==> config.mk <==
export PLATFORM = sky130hd
export DESIGN_NAME = param_lsu
export DESIGN_NICKNAME = d
export VERILOG_FILES = /design/src/rtl/decoder_pkg.sv /design/src/rtl/param_lsu_lane_align.sv /design/src/rtl/param_lsu.sv
export SDC_FILE = /design/constraint.sdc
export NUM_CORES = 1
export LEC_CHECK = 0
export ABC_CLOCK_PERIOD_IN_PS = 3000
export BUFFER_PORTS_ARGS = -buffer_cell sky130_fd_sc_hd__buf_4
export CORE_ASPECT_RATIO = 1.1
export CORE_MARGIN = 4
export CORE_UTILIZATION = 35
export CTS_CLUSTER_DIAMETER = 120
export CTS_CLUSTER_SIZE = 24
export DETAILED_ROUTE_END_ITERATION = 7
export SLEW_MARGIN = 20
export SYNTH_ARGS = -nofsm -noshare
export SYNTH_HDL_FRONTEND = slang
export SYNTH_SLANG_ARGS = --single-unit
==> constraint.sdc <==
create_clock -name clk_i -period 3 [get_ports clk_i]
set_clock_uncertainty 0.05 [all_clocks]
set_input_delay 0.15 -clock clk_i [delete_from_list [all_inputs] [get_ports clk_i]]
set_output_delay 0.15 -clock clk_i [all_outputs]
set_load 0.02 [all_outputs]
==> src/rtl/decoder_pkg.sv <==
// Shared decode constants for the load/store path: LDST_* size codes, LSU FSM states
// and the size-code to byte-count decoder.
package decoder_pkg;

    localparam logic [2:0] LDST_B  = 3'b000;
    localparam logic [2:0] LDST_H  = 3'b001;
    localparam logic [2:0] LDST_W  = 3'b010;
    localparam logic [2:0] LDST_D  = 3'b011;
    localparam logic [2:0] LDST_BU = 3'b100;
    localparam logic [2:0] LDST_HU = 3'b101;

    typedef enum logic [1:0] {
        IDLE  = 2'd0,
        BEAT0 = 2'd1,
        BEAT1 = 2'd2,
        RESP  = 2'd3
    } lsu_state_t;

    // Zero marks an unknown size code; width limits are applied by the LSU.
    function automatic logic [3:0] ldst_bytes(input logic [2:0] size);
        case (size)
            LDST_B, LDST_BU: ldst_bytes = 4'd1;
            LDST_H, LDST_HU: ldst_bytes = 4'd2;
            LDST_W:          ldst_bytes = 4'd4;
            LDST_D:          ldst_bytes = 4'd8;
            default:         ldst_bytes = 4'd0;
        endcase
    endfunction

endpackage

==> src/rtl/param_lsu_lane_align.sv <==
// Combinational byte-lane steering: store lane shift across two beats, load merge of
// two beats and sign/zero extension of the selected bytes.
module lsu_lane_align
    import decoder_pkg::*;
#(
    parameter int DATA_W = 32
) (
    input  logic [$clog2(DATA_W/8)-1:0] off_i,
    input  logic [2:0]                  size_i,
    input  logic [DATA_W-1:0]           wd_i,
    input  logic [DATA_W-1:0]           rd_lo_i,
    input  logic [DATA_W-1:0]           rd_hi_i,
    output logic [2*(DATA_W/8)-1:0]     be_o,
    output logic [2*DATA_W-1:0]         wd_o,
    output logic [DATA_W-1:0]           rd_o
);
    localparam int MW = 2 * (DATA_W / 8);

    logic [3:0]          nbytes;
    logic [MW-1:0]       mask;
    logic [DATA_W-1:0]   raw;
    logic signed [7:0]   b_s;
    logic signed [15:0]  h_s;
    logic signed [31:0]  w_s;

    always_comb begin
        nbytes = ldst_bytes(size_i);
        mask   = MW'((17'd1 << nbytes) - 17'd1);
        be_o   = mask << off_i;
        wd_o   = {{DATA_W{1'b0}}, wd_i} << {off_i, 3'b000};
        // Upper beat supplies the bytes that spill past the top lane.
        raw    = DATA_W'({rd_hi_i, rd_lo_i} >> {off_i, 3'b000});
        b_s    = raw[7:0];
        h_s    = raw[15:0];
        w_s    = raw[31:0];
        case (size_i)
            LDST_B:  rd_o = DATA_W'(b_s);
            LDST_H:  rd_o = DATA_W'(h_s);
            LDST_W:  rd_o = DATA_W'(w_s);
            LDST_BU: rd_o = DATA_W'(raw[7:0]);
            LDST_HU: rd_o = DATA_W'(raw[15:0]);
            LDST_D:  rd_o = raw;
            default: rd_o = '0;
        endcase
    end
endmodule

==> src/rtl/param_lsu.sv <==
// Load/store unit: one core access becomes one (or two, when LSU_MISALIGN_SPLIT_EN is
// defined) memory beats; rejected accesses answer with core_err_o and no beat.
module param_lsu
    import decoder_pkg::*;
#(
    parameter int DATA_W = 32,
    parameter int ADDR_W = 32
) (
    input  logic                clk_i,
    input  logic                rst_i,
    input  logic                core_req_i,
    input  logic                core_we_i,
    input  logic [2:0]          core_size_i,
    input  logic [ADDR_W-1:0]   core_addr_i,
    input  logic [DATA_W-1:0]   core_wd_i,
    output logic [DATA_W-1:0]   core_rd_o,
    output logic                core_stall_o,
    output logic                core_err_o,
    output logic                mem_req_o,
    output logic                mem_we_o,
    output logic [DATA_W/8-1:0] mem_be_o,
    output logic [ADDR_W-1:0]   mem_addr_o,
    output logic [DATA_W-1:0]   mem_wd_o,
    input  logic [DATA_W-1:0]   mem_rd_i,
    input  logic                mem_ready_i
);
    localparam int NB = DATA_W / 8;
    localparam int OW = $clog2(NB);

    lsu_state_t          state_q, state_d;
    logic [ADDR_W-1:0]   addr_q, addr_d;
    logic [NB-1:0]       be_q, be_d;
    logic [DATA_W-1:0]   wd_q, wd_d;
    logic [DATA_W-1:0]   rd_q, rd_d;
    logic                we_q, we_d;
    logic                err_q, err_d;
    logic [2:0]          size_q, size_d;
    logic [OW-1:0]       off_q, off_d;

    logic [OW-1:0]       off_c, lane_off;
    logic [2:0]          lane_size;
    logic [3:0]          nbytes_c;
    logic [4:0]          end_c;
    logic                legal_c, misal_c;
    logic [2*NB-1:0]     be_w;
    logic [2*DATA_W-1:0] wd_w;
    logic [DATA_W-1:0]   rd_lo, rd_hi, rd_ext;

`ifdef LSU_MISALIGN_SPLIT_EN
    logic                split_q, split_d;
    logic [NB-1:0]       be_hi_q, be_hi_d;
    logic [DATA_W-1:0]   wd_hi_q, wd_hi_d;
    logic [DATA_W-1:0]   lo_q, lo_d;

    assign rd_lo = (state_q == BEAT1) ? lo_q : mem_rd_i;
    assign rd_hi = (state_q == BEAT1) ? mem_rd_i : '0;
`else
    logic unused_hi;

    assign unused_hi = ^{be_w[2*NB-1:NB], wd_w[2*DATA_W-1:DATA_W]};
    assign rd_lo     = mem_rd_i;
    assign rd_hi     = '0;
`endif

    assign off_c     = core_addr_i[OW-1:0];
    assign nbytes_c  = ldst_bytes(core_size_i);
    assign legal_c   = (nbytes_c != 4'd0) && (32'(nbytes_c) <= NB);
    assign end_c     = 5'(off_c) + 5'(nbytes_c);
    assign misal_c   = end_c > 5'(NB);
    assign lane_off  = (state_q == IDLE) ? off_c : off_q;
    assign lane_size = (state_q == IDLE) ? core_size_i : size_q;

    lsu_lane_align #(.DATA_W(DATA_W)) u_align (
        .off_i   (lane_off),
        .size_i  (lane_size),
        .wd_i    (core_wd_i),
        .rd_lo_i (rd_lo),
        .rd_hi_i (rd_hi),
        .be_o    (be_w),
        .wd_o    (wd_w),
        .rd_o    (rd_ext)
    );

    always_ff @(posedge clk_i) begin
        if (rst_i) begin
            state_q <= IDLE;
            addr_q  <= '0;
            be_q    <= '0;
            wd_q    <= '0;
            rd_q    <= '0;
            we_q    <= 1'b0;
            err_q   <= 1'b0;
            size_q  <= '0;
            off_q   <= '0;
`ifdef LSU_MISALIGN_SPLIT_EN
            split_q <= 1'b0;
            be_hi_q <= '0;
            wd_hi_q <= '0;
            lo_q    <= '0;
`endif
        end else begin
            state_q <= state_d;
            addr_q  <= addr_d;
            be_q    <= be_d;
            wd_q    <= wd_d;
            rd_q    <= rd_d;
            we_q    <= we_d;
            err_q   <= err_d;
            size_q  <= size_d;
            off_q   <= off_d;
`ifdef LSU_MISALIGN_SPLIT_EN
            split_q <= split_d;
            be_hi_q <= be_hi_d;
            wd_hi_q <= wd_hi_d;
            lo_q    <= lo_d;
`endif
        end
    end

    always_comb begin
        state_d = state_q;
        addr_d  = addr_q;
        be_d    = be_q;
        wd_d    = wd_q;
        rd_d    = rd_q;
        we_d    = we_q;
        err_d   = err_q;
        size_d  = size_q;
        off_d   = off_q;
`ifdef LSU_MISALIGN_SPLIT_EN
        split_d = split_q;
        be_hi_d = be_hi_q;
        wd_hi_d = wd_hi_q;
        lo_d    = lo_q;
`endif
        case (state_q)
            IDLE: begin
                if (core_req_i) begin
                    we_d    = core_we_i;
                    size_d  = core_size_i;
                    off_d   = off_c;
                    addr_d  = core_addr_i & ~ADDR_W'(NB - 1);
                    be_d    = be_w[NB-1:0];
                    wd_d    = wd_w[DATA_W-1:0];
                    rd_d    = '0;
                    state_d = BEAT0;
`ifdef LSU_MISALIGN_SPLIT_EN
                    split_d = misal_c;
                    be_hi_d = be_w[2*NB-1:NB];
                    wd_hi_d = wd_w[2*DATA_W-1:DATA_W];
                    if (!legal_c) begin
`else
                    if (!legal_c || misal_c) begin
`endif
                        err_d   = 1'b1;
                        state_d = RESP;
                    end
                end
            end
            BEAT0: begin
                if (mem_ready_i) begin
                    state_d = RESP;
                    rd_d    = we_q ? '0 : rd_ext;
`ifdef LSU_MISALIGN_SPLIT_EN
                    if (split_q) begin
                        state_d = BEAT1;
                        rd_d    = rd_q;
                        lo_d    = mem_rd_i;
                        addr_d  = addr_q + ADDR_W'(NB);
                        be_d    = be_hi_q;
                        wd_d    = wd_hi_q;
                    end
`endif
                end
            end
`ifdef LSU_MISALIGN_SPLIT_EN
            BEAT1: begin
                if (mem_ready_i) begin
                    state_d = RESP;
                    rd_d    = we_q ? '0 : rd_ext;
                end
            end
`endif
            RESP: begin
                state_d = IDLE;
                err_d   = 1'b0;
                rd_d    = '0;
            end
            default: state_d = IDLE;
        endcase
    end

    assign mem_req_o    = (state_q == BEAT0) || (state_q == BEAT1);
    assign mem_we_o     = we_q;
    assign mem_be_o     = be_q;
    assign mem_addr_o   = addr_q;
    assign mem_wd_o     = wd_q;
    assign core_rd_o    = rd_q;
    assign core_err_o   = err_q;
    assign core_stall_o = core_req_i && (state_q != RESP);
endmodule

==> Yosys cells after proc, flatten, opt, wreduce, memory -nomap -nowiden <==
Index checks and enable logic that the tools add are counted.
{ "totals": {"regBits": 107, "latchBits": 0, "ramBits": 0, "rom_bits": 0, "in_bits": 104, "output_inout_bits": 104, "wordCells": 70, "memories": 0} }
{ "classes": {"addsub": 2, "multipliers": 0, "n_div": 0, "magnitude_cmp": 2, "eq_ne": 17, "shift": 4, "muxes": 16, "n_bitwise": 0, "reduce_logical": 20} }
{ "op_table": {"columns": ["operator", "n"], "rows": [
  ["$pmux W32 S5", 1],
  ["$mux W32", 3],
  ["$pmux W32 S3", 1],
  ["$pmux W4 S4", 2],
  ["$shl A32 B5 Y32", 1],
  ["$shr A32 B5 Y32", 1],
  ["$eq A3 B2 Y1 const B", 4],
  ["$eq A3 B3 Y1 const B", 4],
  ["$reduce_or A2 Y1", 5],
  ["$mux W2", 4],
  ["$shl A1 B4 Y8 const A", 1],
  ["$shl A8 B2 Y4", 1],
  ["$sub A8 B1 Y8 const B", 1],
  ["$eq A3 B1 Y1 const B", 2],
  ["$logic_not A3 Y1", 2],
  ["$ne A2 B2 Y1 const B", 3],
  ["$reduce_and A3 Y1", 2],
  ["$add A2 B4 Y5", 1],
  ["$gt A5 B3 Y1 const B", 1],
  ["$eq A2 B2 Y1 const B", 2],
  ["$le A4 B3 Y1 const B", 1],
  ["$pmux W2 S2", 1],
  ["$reduce_and A2 Y1", 2],
  ["$reduce_bool A4 Y1", 1],
  ["11 further kinds", 14]
]} }

==> Longest topological paths before layout <==
{ "depth": {"depth_word": 10, "mapped_depth": 10} }

==> Modules after synthesis <==
Synthesis repeated with hierarchy kept, for this count alone.
{ "hier_totals": {"hier_cells": 789, "hier_area_um2": 6212.2} }
{ "by_module_without_submodules": {"columns": ["mod", "instances", "cells_each", "area_each_um2", "seq_area_each_um2"], "rows": [
  ["param_lsu", 1, 505, 4002.6, 2142.1],
  ["lsu_lane_align", 1, 284, 2209.6, 0.0]
]} }

==> Worst setup path after synthesis <==
No wires, ideal clock.
{ "synth_timing": {"path_type": "register -> register", "startpoint": "reg state_q[0]", "endpoint": "reg rd_q[5] (netlist: core_rd_o[5])", "setup_time_ns": 0.128, "arrival_ns": 2.016, "required_time_ns": 2.822, "path_slack_ns": 0.806, "stages_incl_launch_ff": 9, "n_path_buf": 2, "synth_period_minus_slack_ns": 2.194, "cell_sequence": "dfxtp_1 -> inv_1 -> ha_1 -> buf_6 -> mux2i_4 -> buf_6 -> mux4_2 -> a22oi_1 -> nor2_1"} }
{ "synth_between": {"elab_chain_cells": 8, "elab_cells_between_ends": 21, "cone_classes": "eq/ne: 9; shift: 1; mux: 6; reduce/logical: 5"} }
{ "synth_lines": {"columns": ["element", "line", "source"], "rows": [
  ["start, declared", "param_lsu.sv:30", "lsu_state_t state_q, state_d;"],
  ["start signal, assigned", "param_lsu.sv:102", "state_q <= state_d;"],
  ["parallel branches: the longest is 8 deep, another holds $shr A32 B5 Y32", null, null],
  ["end signal, assigned", "param_lsu.sv:106", "rd_q <= rd_d;"],
  ["end, declared", "param_lsu.sv:34", "logic [DATA_W-1:0] rd_q, rd_d;"]
]} }
Several ways; the timed one is not identified. The select of a mux whose other input is x is not followed.
A chain may end at the register's enable or synchronous reset.

==> Final worst setup path <==
{ "layout_timing": {"startpoint": "reg state_q[0]", "endpoint": "reg rd_q[11] (netlist: core_rd_o[11])"} }
The elaborated chain is that of the path after synthesis.

==> metrics <==
worst min path class primary input to flip-flop; syn avg cell area between 7 and 8 um2; Nets roughly 1000; Critical Path AT between 2 and 3 ns; die width ~130 um; clk_lat worst skew 0.35 ns; final global-route overflow total 0; Vias/cell about 5.2; Seq/Total Area, Yosys 0.400; Core Rows between 40 and 50; Die H ~140 um; clk buf depth 2; Setup violations, final 0; CTS Root Cell clkbuf_16; cell taking the most area after synthesis dfxtp_1; CTS Buf Count 9; ranking of synthesized cells by area dfxtp_1, nand2_1, a21oi_1; worst IR drop on VDD between 0.3 and 0.4 mV; Synth Flop Type dfxtp_1; Final Hold Viols 0; largest fanout on the critical path 29; slowest CP cell ha_1; Post-synth EDFFs 0; # Max-Cap Violations 0; Top delay family on crit path buffers and inverters; RSZ-0062 raised after global routing false; Synth Instances roughly 690; Antenna Cells 0; Starting Density 0.356; CTS tree done; Antenna Nets Post-Route 0; Pre-antenna DRT Iters 5; first-pass GRT wire length between 20000 and 30000 um; Final Routed Wirelength ~19000 um; layout cell share with drive strength beyond 1 0.292; Pwr Density roughly 810 mW/mm2; largest net degree at the start of global routing roughly 70; period utilisation layout 0.872; gr usage total 0.208; CTS Sinks 107; crit path kind flip-flop to flip-flop; fmax about 0.38 GHz; Wirelength per Cell 17.0 um; Pins Over Slew Limit 0; crit end category flip-flop; Boundary Pins around 210; clk slew on worst S/H paths 0.08 ns; Iter 0 DRT Violations 390; post-DP HPWL between 10000 and 15000 um; Max stage delay on crit path 0.37 ns; Seq cells post-synth between 100 and 150; most frequent cells in the layout buf_4, nand2_1, dfxtp_1; port bufs a little over 200; Die ar. between 0.015 and 0.02 mm2; number of global-route vias before repair 5442; utilization after layout 0.508; run status finished clean; Worst setup SP type flip-flop; TNS Setup 0 ns; drt drc 0; H-tree depth 3; crit path cell chain inv_1, ha_1, buf_4, inv_1, o221ai_4, buf_4, buf_4, a21oi_1, a311oi_1; minimum clock period 2.62 ns; Layout Area Growth over Synthesis 42.9%; number of library cell types mapped by synthesis between 50 and 60; Rel. slew slack 0.479; RePlAce Congestion ~0.85; Pleak 0.00326 uW; crit-path most repeated cell buf_4; area share of the largest cell type after synthesis 0.400; initial antenna violation count 0; slew of the pin with the lowest slew margin ~0.78 ns; routed vias roughly 5700; commonest non-fill, non-tap cell in the layout buf_4; WP buf/inv 5; Yosys warning count 0; Crit path required time approximately 3.2 ns; FFs w/ async S/R, synth 0; core area 0.0151 mm2; mapped cell area between 0.005 and 0.006 mm2
==> repair_timing <==
action	in CTS	in global routing
hold buffers	31	0
gates resized for setup	0	0
setup buffers	0	0
hold endpoints to repair	31	0
==> per-stage QoR <==
stage / cells / total power [uW] / area [um2] / hold slack (ns) / setup WS, ns
final: 1100 / 6200 / 7650 / 0.00745 / 0.384
after global routing: 1100 / 6590 / 7650 / 0.00928 / 0.218
after CTS: 1100 / 6250 / 7650 / 0.0000939 / 0.416
after detailed placement: 1053 / 5030 / 7050 / 0.355 / 0.419
after global placement: 1053 / 5020 / 7050 / 0.346 / 0.507
after floorplan: 687 / 3990 / 5360 / 0.236 / 0.806
==> worst reg2reg max path, delay by kind of cell, from the launching register on <==
kind                       cells  cell delay, ns
buffers and inverters          5            1.19
DFF                            1            0.34
AOI/OAI and AO/OA              3            0.59
adders and majority gates      1            0.37
==> cell families (layout without fill, tap and decap cells) <==
| group | after synthesis | in the layout | share of synthesized area |
|---|---|---|---|
| fa+ha+maj | 7 | 7 | 0.0178 |
| compound gates | 198 | 198 | 0.242 |
| other cells | 1 | 2 | 0.000701 |
| flops | 107 | 107 | 0.400 |
| simple gates | 288 | 288 | 0.222 |
| mux | 21 | 21 | 0.0608 |
| buf+inv | 64 | 281 | 0.0566 |
==> layer usage <==
metal | GRT usage | up-vias | share of wire
met3 | 0.0562 | 31 | 0.083
met5 | 0 | - | 0
li1 | - | 2819 | -
met4 | 0.0733 | 0 | 0.023
met2 | 0.347 | 217 | 0.48
met1 | 0.259 | 2612 | 0.42
==> path summary, 6_finish.rpt <==
check | slack, ns | start | cells past startpoint | endpoint
setup / recovery | 0.38 | state_q[0] | 9 | core_rd_o[11]
hold / removal | 0.007 | core_wd_i[1] | 3 | mem_wd_o[1]
setup reg to reg | 0.38 | state_q[0] | 9 | core_rd_o[11]
hold reg to reg | 0.40 | mem_addr_o[14] | 2 | mem_addr_o[14]
==> synth_stat cells (8+ instances only) <==
master,number
nand2_1,164
dfxtp_1,107
a21oi_1,94
nor2_1,76
clkbuf_1,31
a211oi_1,18
a22oi_1,18
nand3_1,18
buf_2,11
nor3_1,11
a21o_1,10
inv_1,10
mux2i_1,10
o21ai_0,10
a21boi_0,8
==> power by group <==
group,internal [uW],switching (uW)
sequential,1680,159
combinational,1230,1970
clock,595,574
==> area by class of cell <==
cell class	count	area, um2
fillers	1525	7400
multi-input cells	516	2940
flip-flops and latches	107	2140
repair buffers	255	2000
well taps	196	245
clock buffers	10	239
clock inverters	6	47.5
inverters	10	37.5
==> registers in the layout, summed over array words and instances (netlist names) <==
signal,flops
mem_addr_o,30
mem_we_o,1
mem_be_o,4
core_err_o,1
off_q,2
state_q,2
mem_wd_o,32
core_rd_o,32
size_q,3
(Power assumes the default switching activity.)
